--- src/rtl/instr_fetch_unit.sv ---
// rtl/instr_fetch_unit.sv - MIPS fetch stage: PC, imem handshake, next-PC select
// Optional fetch watchdog built when FETCH_TIMEOUT_EN is defined.
module instr_fetch_unit #(
    parameter logic [31:0] RESET_PC       = 32'h0000_0000,
    parameter int unsigned TIMEOUT_CYCLES = 16
) (
    input  logic        clk,
    input  logic        reset,
    output logic        imem_req,
    output logic [31:0] imem_addr,
    input  logic        imem_ready,
    input  logic [31:0] imem_rdata,
    output logic [31:0] instr,
    output logic        instr_valid,
    output logic [31:0] pc,
    output logic [31:0] pc_plus4,
    input  logic        commit,
    input  logic        jump,
    input  logic [1:0]  branch,
    input  logic        zero,
    input  logic [15:0] branch_imm,
    input  logic [25:0] jump_target,
    output logic        fetch_fault
);

    typedef enum logic [1:0] {IDLE, FETCH, HOLD} state_t;

    state_t      state_q, state_d;
    logic [31:0] pc_q, pc_d;
    logic [31:0] instr_q, instr_d;
    logic [31:0] next_pc;
    logic [31:0] branch_off;
    logic        branch_taken;

`ifdef FETCH_TIMEOUT_EN
    localparam int CNT_W = $clog2(TIMEOUT_CYCLES) + 1;
    logic [CNT_W-1:0] count_q, count_d;
    logic             fault_q, fault_d;
`else
    logic unused_timeout_cfg;
    assign unused_timeout_cfg = ^32'(TIMEOUT_CYCLES);
`endif

    assign pc_plus4    = pc_q + 32'd4;
    assign pc          = pc_q;
    assign imem_addr   = pc_q;
    assign imem_req    = (state_q == FETCH);
    assign instr_valid = (state_q == HOLD);
    assign instr       = instr_q;
    assign branch_off  = {{14{branch_imm[15]}}, branch_imm, 2'b00};

    // Branch code 3 is reserved and falls through like "no branch".
    always_comb begin
        branch_taken = ((branch == 2'd1) && zero) || ((branch == 2'd2) && !zero);
        if (jump) begin
            next_pc = {pc_plus4[31:28], jump_target, 2'b00};
        end else if (branch_taken) begin
            next_pc = pc_plus4 + branch_off;
        end else begin
            next_pc = pc_plus4;
        end
    end

    always_comb begin
        state_d = state_q;
        pc_d    = pc_q;
        instr_d = instr_q;
`ifdef FETCH_TIMEOUT_EN
        count_d = '0;
        fault_d = fault_q;
`endif
        case (state_q)
            IDLE: state_d = FETCH;
            FETCH: begin
                if (imem_ready) begin
                    instr_d = imem_rdata;
                    state_d = HOLD;
                end
`ifdef FETCH_TIMEOUT_EN
                else if (count_q == CNT_W'(TIMEOUT_CYCLES - 1)) begin
                    // Hand the datapath a NOP so the core keeps moving.
                    instr_d = 32'h0000_0000;
                    fault_d = 1'b1;
                    state_d = HOLD;
                end else begin
                    count_d = count_q + 1'b1;
                end
`endif
            end
            HOLD: begin
                if (commit) begin
                    pc_d    = next_pc;
                    state_d = FETCH;
                end
            end
            default: state_d = IDLE;
        endcase
    end

    always_ff @(posedge clk) begin
        if (reset) begin
            state_q <= IDLE;
            pc_q    <= {RESET_PC[31:2], 2'b00};
            instr_q <= 32'h0000_0000;
`ifdef FETCH_TIMEOUT_EN
            count_q <= '0;
            fault_q <= 1'b0;
`endif
        end else begin
            state_q <= state_d;
            pc_q    <= pc_d;
            instr_q <= instr_d;
`ifdef FETCH_TIMEOUT_EN
            count_q <= count_d;
            fault_q <= fault_d;
`endif
        end
    end

`ifdef FETCH_TIMEOUT_EN
    assign fetch_fault = fault_q;
`else
    assign fetch_fault = 1'b0;
`endif

endmodule

--- config.mk ---
export PLATFORM = sky130hd
export DESIGN_NAME = instr_fetch_unit
export DESIGN_NICKNAME = d
export VERILOG_FILES = /design/src/rtl/instr_fetch_unit.sv
export SDC_FILE = /design/constraint.sdc
export NUM_CORES = 1
export LEC_CHECK = 0
export CORE_UTILIZATION = 40
export DETAILED_ROUTE_END_ITERATION = 6
export GPL_TIMING_DRIVEN = 0
export PLACE_DENSITY = 0.76
export SLEW_MARGIN = 20
export SYNTH_ARGS = -nofsm -noshare
export SYNTH_HDL_FRONTEND = slang
export SYNTH_SLANG_ARGS = --single-unit
--- constraint.sdc ---
create_clock -name clk -period 5.43 [get_ports clk]
set_input_delay 0.543 -clock clk [delete_from_list [all_inputs] [get_ports clk]]
set_output_delay 0.543 -clock clk [all_outputs]
set_load 0.005 [all_outputs]
# Word level (Yosys, flattened, before mapping)
# Index checks and enable logic that the tools add are counted.
[classes] addsub=2 n_eq_ne=6 muxes=5 n_reduce_logical=8
[ops] operator="2-to-1 mux 32 bit" count=2
[ops] operator="adder 32 x 3 -> 32 bit, second input constant" count=1
[ops] operator="adder 32 bit" count=1
[ops] operator="one-hot mux 2 bit (3 select lines)" count=1
[ops] operator="AND reduction 2 bit" count=3
[ops] operator="== test 2 x 1 -> 1 bit, second input constant" count=2
[ops] operator="== test 2 bit, second input constant" count=2
[ops] operator="2-to-1 mux 2 bit" count=2
[ops] operator="inequality test 2 x 1 -> 1 bit, second input constant" count=2
[ops] operator="logical AND 1 bit" count=2
[ops] operator="logical NOT 2 bit" count=1
[ops] operator="logical NOT 1 bit" count=1
[ops] operator="logical OR 1 bit" count=1
[word_totals] ff_bits=66 input_bits=82 out_inout_bits=131

# Longest topological paths before layout
# Gate-level depths: netlist (run 1).
[depth] ltp_word=5 ltp_mapped=16 mapped_depth_nobuf=16

# Worst setup path before layout (run 1)
# Ideal clock, no wire load.
[synth_timing] path_type="register -> register" start="register pc_q[2], in the netlist imem_addr[2]" end="register pc_q[31], in the netlist imem_addr[31]" arrival_time_ns=3.467 t_required_ns=5.310 setup_slack_ns=1.843 path_stages_with_launch=17 period_less_slack_ns=3.587 cell_sequence="dfxtp_1 > ha_1 > nand4_1 > nor4_1 > nand2_1 > inv_1 > and3_1 > xor2_1 > ha_1 > a21o_1 > a211oi_1 > o21ai_0 > a31oi_1 > and4_1 > nor3_1 > and3_1 > a211o_1"
[synth_via] elab_chain_len=4
[synth_rtl] item="start, declared" line_no="29" text="logic [31:0] pc_q, pc_d;"
[synth_rtl] item="start signal, assigned" line_no="103" text="pc_q <= {RESET_PC[31:2], 2'b00};"
[synth_rtl] item="start signal, assigned" line_no="111" text="pc_q <= pc_d;"
[synth_rtl] item="adder 32 x 3 -> 32 bit" line_no="44" text="assign pc_plus4 = pc_q + 32'd4;"
[synth_rtl] item="named net pc_plus4[28]" line_no="16" text="output logic [31:0] pc_plus4,"
[synth_rtl] item="adder 32 bit" line_no="58" text="next_pc = pc_plus4 + branch_off;"
[synth_rtl] item="2-to-1 mux 32 bit" line_no="57" text="end else if (branch_taken) begin"
[synth_rtl] item="2-to-1 mux 32 bit" line_no="55" text="if (jump) begin"
# The timed path passes the listed nets, and every way through them passes these cells.
# A chain may end at the register's enable or synchronous reset.

# Final worst setup path (run 1)
[layout_timing] start="register pc_q[2], in the netlist imem_addr[2]" end="register pc_q[31], in the netlist imem_addr[31]"
[layout_via] elab_chain_len=4
[layout_rtl] item="adder 32 x 3 -> 32 bit (*)" line_no="44"
[layout_rtl] item="adder 32 bit" line_no="58"
[layout_rtl] item="2-to-1 mux 32 bit" line_no="57"
[layout_rtl] item="2-to-1 mux 32 bit (*)" line_no="55"
# Every way passes the cells marked *; elsewhere a longest branch is shown, timed or not.

==> results.json, run 1 <==
{
  "layout_min_cycle_time_ns": 4.47,
  "syn_area_sq_mm": 0.00528,
  "crit_family": "simple AND/OR/NAND/NOR gates",
  "cts_tree": "done",
  "postCtsResizedCells": 0,
  "cp_num_buf_inv": 1,
  "area_growth_pct": 48.5,
  "end_kind": "flop",
  "dpl-instance-area_sq_mm": 0.00756,
  "fin_area_sq_mm": 0.00784,
  "cp.arrival_ns": 4.70,
  "cts_max_level": 3,
  "portBuffers": 204,
  "drc": 0,
  "drive_above_1_share": 0.0791,
  "status": "complete, no violations",
  "crit_slowest_cell": "nor4_1",
  "ctsHoldBuffers": 0,
  "grt.overflow.total": 0,
  "rows": 41,
  "cts.sinks": 64,
  "mostFrequentLayoutCell": "clkdlybuf4s50_1",
  "clock_tree.root_cell": "clkbuf_16",
  "vias_per_cell": 5.49,
  "num_antenna_cells": 0,
  "grt_antenna_before_repair": 0,
  "grt_pass1_vias": 5645,
  "num_vias": 6007,
  "layout_common_cells": "clkdlybuf4s50_1 (204), nand2_1 (116), a21oi_1 (79), dfxtp_1 (64), nor2_1 (43)",
  "timing_hold_violations_final": 0,
  "p_total_mw": 1.35,
  "core_sq_mm": 0.0127,
  "worst_setup_path_start_kind": "flop",
  "vdd_drop_max_v": 0.000153,
  "power_density_mw_per_mm2": 172,
  "grt_pass1_wl_um": 28700,
  "clock.fmax_mhz": 223,
  "synth_cell_type_count": 75,
  "clk_path_buf_depth": 2,
  "io_pins": 213,
  "slew_headroom": 0.356,
  "grt_max_degree": 24,
  "insertion_delay_ns": 0.34,
  "die_area_sq_mm": 0.0137,
  "routed_wire_length_per_instance_um": 17.3,
  "routed_wl_um": 19000,
  "finalWorstSetupSlack_ns": 0.956,
  "yosysWarnings": 0,
  "synth_seq_area_share": 0.243,
  "synth_cells": 697,
  "postSynthAreaPerCell_sq_um": 7.58,
  "clock_skew_ns": 0.00898,
  "synth_edf_count": 0,
  "worst-slew-pin-transition_ns": 0.964,
  "die_h_um": 117,
  "synth_seq_cells": 64,
  "post-cts-setup-buffers": 0,
  "rsz0062_at_grt": "false",
  "dp_hpwl_um": 14600,
  "initial_core_util": 0.415,
  "firstDrtPassIters": 5,
  "utilization": 0.616,
  "ant_nets": 0,
  "report.final.slew_viol_count": 0,
  "critPathMaxFanout": 8,
  "grt.total_usage": 0.276,
  "power_leakage_nw": 3.11,
  "nets": 1037,
  "synth-main-ff-cell": "dfxtp_1",
  "slowest_delay_ns": 0.56,
  "place_congestion": 0.952,
  "setup.worst_path.class": "flop to flop",
  "pre_cts_slack_ns": 1.08,
  "hp-class": "flop to flop",
  "numCtsBuffers": 9,
  "drtIter0Drc": 450,
  "fin_crit_sh": 0.824,
  "die_w_um": 117,
  "critPathRequiredTime_ns": 5.65,
  "setup_tns_ns": 0,
  "synthArstFlopShare": 0,
  "clk_pin_slew_worst_paths_ns": 0.06,
  "cap_violations": 0,
  "setup_viol": 0,
  "crit_chain": "ha_1, nand4_1, nor4_1, nand2_1, inv_1, and3_1, xor2_1, ha_1, a21o_1, a211oi_1, o21ai_0, a31oi_1, o211ai_1, nor3_1, nor3_1, a211o_1"
}
-- worst reg2reg max path: cells and delay by family, from the launching register on --
kind	cells	cell delay [ns]
and+or+nand+nor	6	1.64
AOI/OAI and AO/OA	6	1.14
adders and majority gates	2	0.64
DFF	1	0.50
xor gates and xnor gates	1	0.30
buffers and inverters	1	0.13
-- path summary, 6_finish.rpt --
check | from | end | slack, ns | cells past startpoint
max reg2reg | imem_addr[2]$_SDFFE_PP0P_ | imem_addr[31]$_SDFFE_PP0P_ | 0.96 | 16
min | instr[17]$_SDFFE_PP0P_ | instr[17]$_SDFFE_PP0P_ | 0.45 | 2
max | imem_addr[2]$_SDFFE_PP0P_ | imem_addr[31]$_SDFFE_PP0P_ | 0.96 | 16
min reg2reg | instr[17]$_SDFFE_PP0P_ | instr[17]$_SDFFE_PP0P_ | 0.45 | 2
-- registers in the layout, summed over array words and instances, names as in the netlist --
register,flops
state_q,2
imem_addr,30
instr,32
-- logic make-up after synthesis --
kind of cell               count (synthesis)  synth area share
and+or+nand+nor                          247             0.221
AOI/OAI and AO/OA                        209             0.264
buffers and inverters                     84            0.0863
DFF                                       64             0.243
xor gates and xnor gates                  46            0.0791
adders and majority gates                 37            0.0891
muxes                                      9            0.0171
other                                      1          0.000710
-- Yosys cell counts (all sizes together), types with 16 or more instances --
master    n  area share
nand2   116       0.082
a21oi    81       0.080
dfxtp    64        0.24
nor2     43       0.031
buf      39       0.054
ha       36       0.085
clkbuf   29       0.021
xnor2    28       0.049
o21ai    26       0.025
nand3    23       0.023
xor2     18       0.030
a21o     16       0.024
-- stage by stage --
step / hold WS [ns] / cells
floorplan: 0.453 / 703
global placement: 0.441 / 1079
detailed placement: 0.446 / 1079
CTS: 0.453 / 1095
global route: 0.469 / 1095
finish: 0.451 / 1095
-- layer usage --
metal  GRT usage  up-vias  wire (um)
li1            -     2909          -
met2       0.456      299       8810
met4      0.0945        0        395
met1       0.350     2769       8000
met3      0.0685       30       1760
met5           0        -          0
-- area by class of cell --
cell class / count / area [sq um]
Sequential cell: 64 / 1280
Multi-Input combinational cell: 555 / 3570
Timing Repair Buffer: 204 / 2040
Tap cell: 172 / 215
Buffer: 68 / 395
Fill cell: 1217 / 4880
Clock inverter: 6 / 42.5
Inverter: 16 / 60.1
Clock buffer: 10 / 239
-- power by group --
group / switching [mW] / total, mW / leakage, nW / internal (mW)
Combinational: 0.144 / 0.296 / 2.46 / 0.152
Sequential: 0.0139 / 0.499 / 0.519 / 0.485
Clock: 0.231 / 0.553 / 0.135 / 0.322
(Power assumes the default switching activity.)
==> run 2: changes to the inputs <==
==> constraint.sdc (replaced) <==
create_clock -name clk -period 4.6 [get_ports clk]
set_input_delay 0.46 -clock clk [delete_from_list [all_inputs] [get_ports clk]]
set_output_delay 0.46 -clock clk [all_outputs]
set_load 0.005 [all_outputs]
==> results.json, run 2 (synthesis results as in run 1) <==
{
  "cts_tree": "done",
  "internal_power_mw": 1.13,
  "worst-slew-pin-transition_ns": 0.949,
  "die_area_sq_mm": 0.0137,
  "fin_crit_sh": 0.946,
  "clock_tree.root_cell": "clkbuf_16",
  "critPathRequiredTime_ns": 4.82,
  "rr_worst_depth": 16,
  "setup_tns_ns": 0,
  "grt.overflow.total": 0,
  "rows": 41,
  "switching_power_uw": 459,
  "regToRegSetupSlack_ns": 0.25,
  "io_pins": 213,
  "nets": 1037,
  "end_kind": "flop",
  "grt_antenna_before_repair": 0,
  "p_seq_frac": 0.370,
  "mostFrequentLayoutCell": "clkdlybuf4s50_1",
  "fin_area_sq_mm": 0.00785,
  "cp.arrival_ns": 4.57,
  "report.final.slew_viol_count": 0,
  "timing_hold_violations_final": 0,
  "dpl-instance-area_sq_mm": 0.00756,
  "portBuffers": 204,
  "clk_path_buf_depth": 2,
  "drc": 0,
  "min_from": "instr[17]$_SDFFE_PP0P_",
  "hp-class": "flop to flop",
  "power_leakage_nw": 3.11,
  "grt_pass1_wl_um": 28700,
  "post-cts-setup-buffers": 0,
  "netSwitchingFraction": 0.288,
  "initial_core_util": 0.415,
  "cap_violations": 0,
  "worst_setup_path_start_kind": "flop",
  "timing.hold.ws_ns": 0.451,
  "grt_max_degree": 24,
  "r2r-start": "imem_addr[2]$_SDFFE_PP0P_",
  "whs_path_depth": 2,
  "grt.total_usage": 0.276,
  "fillerInstances": 1215,
  "critPathMaxFanout": 8,
  "clkPwrFrac": 0.410,
  "layout_common_cells": "clkdlybuf4s50_1 (204), nand2_1 (116), a21oi_1 (79), dfxtp_1 (64), nor2_1 (43)",
  "ant_nets": 0,
  "cts_max_level": 3,
  "clock_skew_ns": 0.00906,
  "clk_pin_slew_worst_paths_ns": 0.06,
  "min_to": "instr[17]$_SDFFE_PP0P_",
  "routed_wl_um": 19000,
  "die_h_um": 117,
  "cts.sinks": 64,
  "slew_headroom": 0.366,
  "r2r_end": "imem_addr[31]$_SDFFE_PP0P_",
  "rsz0062_at_grt": "false",
  "core_sq_mm": 0.0127,
  "firstDrtPassIters": 4,
  "setup.worst_path.class": "flop to flop",
  "num_vias": 6041,
  "vias_per_cell": 5.52,
  "combPwrFrac": 0.220,
  "die_w_um": 117,
  "area_growth_pct": 48.6,
  "routed_wire_length_per_instance_um": 17.3,
  "place_congestion": 0.952,
  "layout_min_cycle_time_ns": 4.35,
  "vdd_drop_max_v": 0.000180,
  "clock.fmax_mhz": 230,
  "numCtsBuffers": 9,
  "setup_viol": 0,
  "grt_pass1_vias": 5645,
  "insertion_delay_ns": 0.34,
  "dp_hpwl_um": 14600,
  "regArea_sq_mm": 0.00128,
  "power_density_mw_per_mm2": 203,
  "largest_reg_flops": 32,
  "drive_above_1_share": 0.0802,
  "num_antenna_cells": 0,
  "multiInputGateArea_sq_mm": 0.00357,
  "drtIter0Drc": 498,
  "status": "complete, no violations"
}
[run 2: cell types whose count changed in the layout (fill, tap and decap cells not counted)]
cell / change
nor4_1: -1
nor4_2: +1
[run 2: metal layers]
| layer | GRT usage | share of wire |
|---|---|---|
| met1 | 0.350 | 0.41 |
| met2 | 0.456 | 0.47 |
| met3 | 0.0685 | 0.10 |
| met4 | 0.0945 | 0.020 |
| met5 | 0 | 0 |
[run 2: power groups by stage]
| stage | clock network [mW] | logic, mW | registers (mW) |
|---|---|---|---|
| final | 0.652 | 0.350 | 0.589 |
| after global routing | 0.682 | 0.379 | 0.592 |
| after CTS | 0.657 | 0.347 | 0.589 |
| after detailed placement | 0 | 0.344 | 0.601 |
| after global placement | 0 | 0.343 | 0.600 |
| after floorplan | 0 | 0.167 | 0.600 |
[run 2: area by class of cell]
| type | count | area share |
|---|---|---|
| multi-input combinational | 555 | 0.455 |
| timing repair buffer | 204 | 0.260 |
| sequential | 64 | 0.163 |
| buffer | 68 | 0.0504 |
| clock buffer | 10 | 0.0305 |
| tap | 172 | 0.0274 |
| inverter | 16 | 0.00765 |
| clock inverter | 6 | 0.00542 |
[run 2: repair_timing]
item                                    CTS  global route
endpoints found under the setup margin    0             2
gates resized for setup                   0             1
hold buffers                              0             0
[run 2: how the worst max path moves through the flow]
stage,start,endpoint,slack (ns)
floorplan,imem_addr[2]$_SDFFE_PP0P_,imem_addr[31]$_SDFFE_PP0P_,1.01
global placement,imem_addr[2]$_SDFFE_PP0P_,imem_addr[31]$_SDFFE_PP0P_,0.32
detailed placement,imem_addr[2]$_SDFFE_PP0P_,imem_addr[31]$_SDFFE_PP0P_,0.25
CTS,imem_addr[2]$_SDFFE_PP0P_,imem_addr[31]$_SDFFE_PP0P_,0.18
global route,imem_addr[2]$_SDFFE_PP0P_,imem_addr[31]$_SDFFE_PP0P_,0.002
finish,imem_addr[2]$_SDFFE_PP0P_,imem_addr[31]$_SDFFE_PP0P_,0.25
[run 2: per-stage QoR]
step | instances | setup WS (ns) | utilization | power (mW)
after floorplan | 703 | 1.01 | - | 0.767
after global placement | 1079 | 0.322 | 0.594 | 0.944
after detailed placement | 1079 | 0.252 | 0.594 | 0.945
after CTS | 1095 | 0.180 | 0.616 | 1.59
after global routing | 1095 | 0.00163 | 0.617 | 1.65
final | 1095 | 0.247 | 0.617 | 1.59
[run 2: critical path: stages, from the launching register on]
cell and delay (ns):
dfxtp_1 0.50, ha_1 0.26, nand4_1 0.24, nor4_2 0.47, nand2_1 0.25, inv_1 0.12, and3_1 0.17, xor2_1 0.31
ha_1 0.38, a21o_1 0.21, a211oi_1 0.22, o21ai_0 0.11, a31oi_1 0.22, o211ai_1 0.15, nor3_1 0.29, nor3_1 0.09
a211o_1 0.23
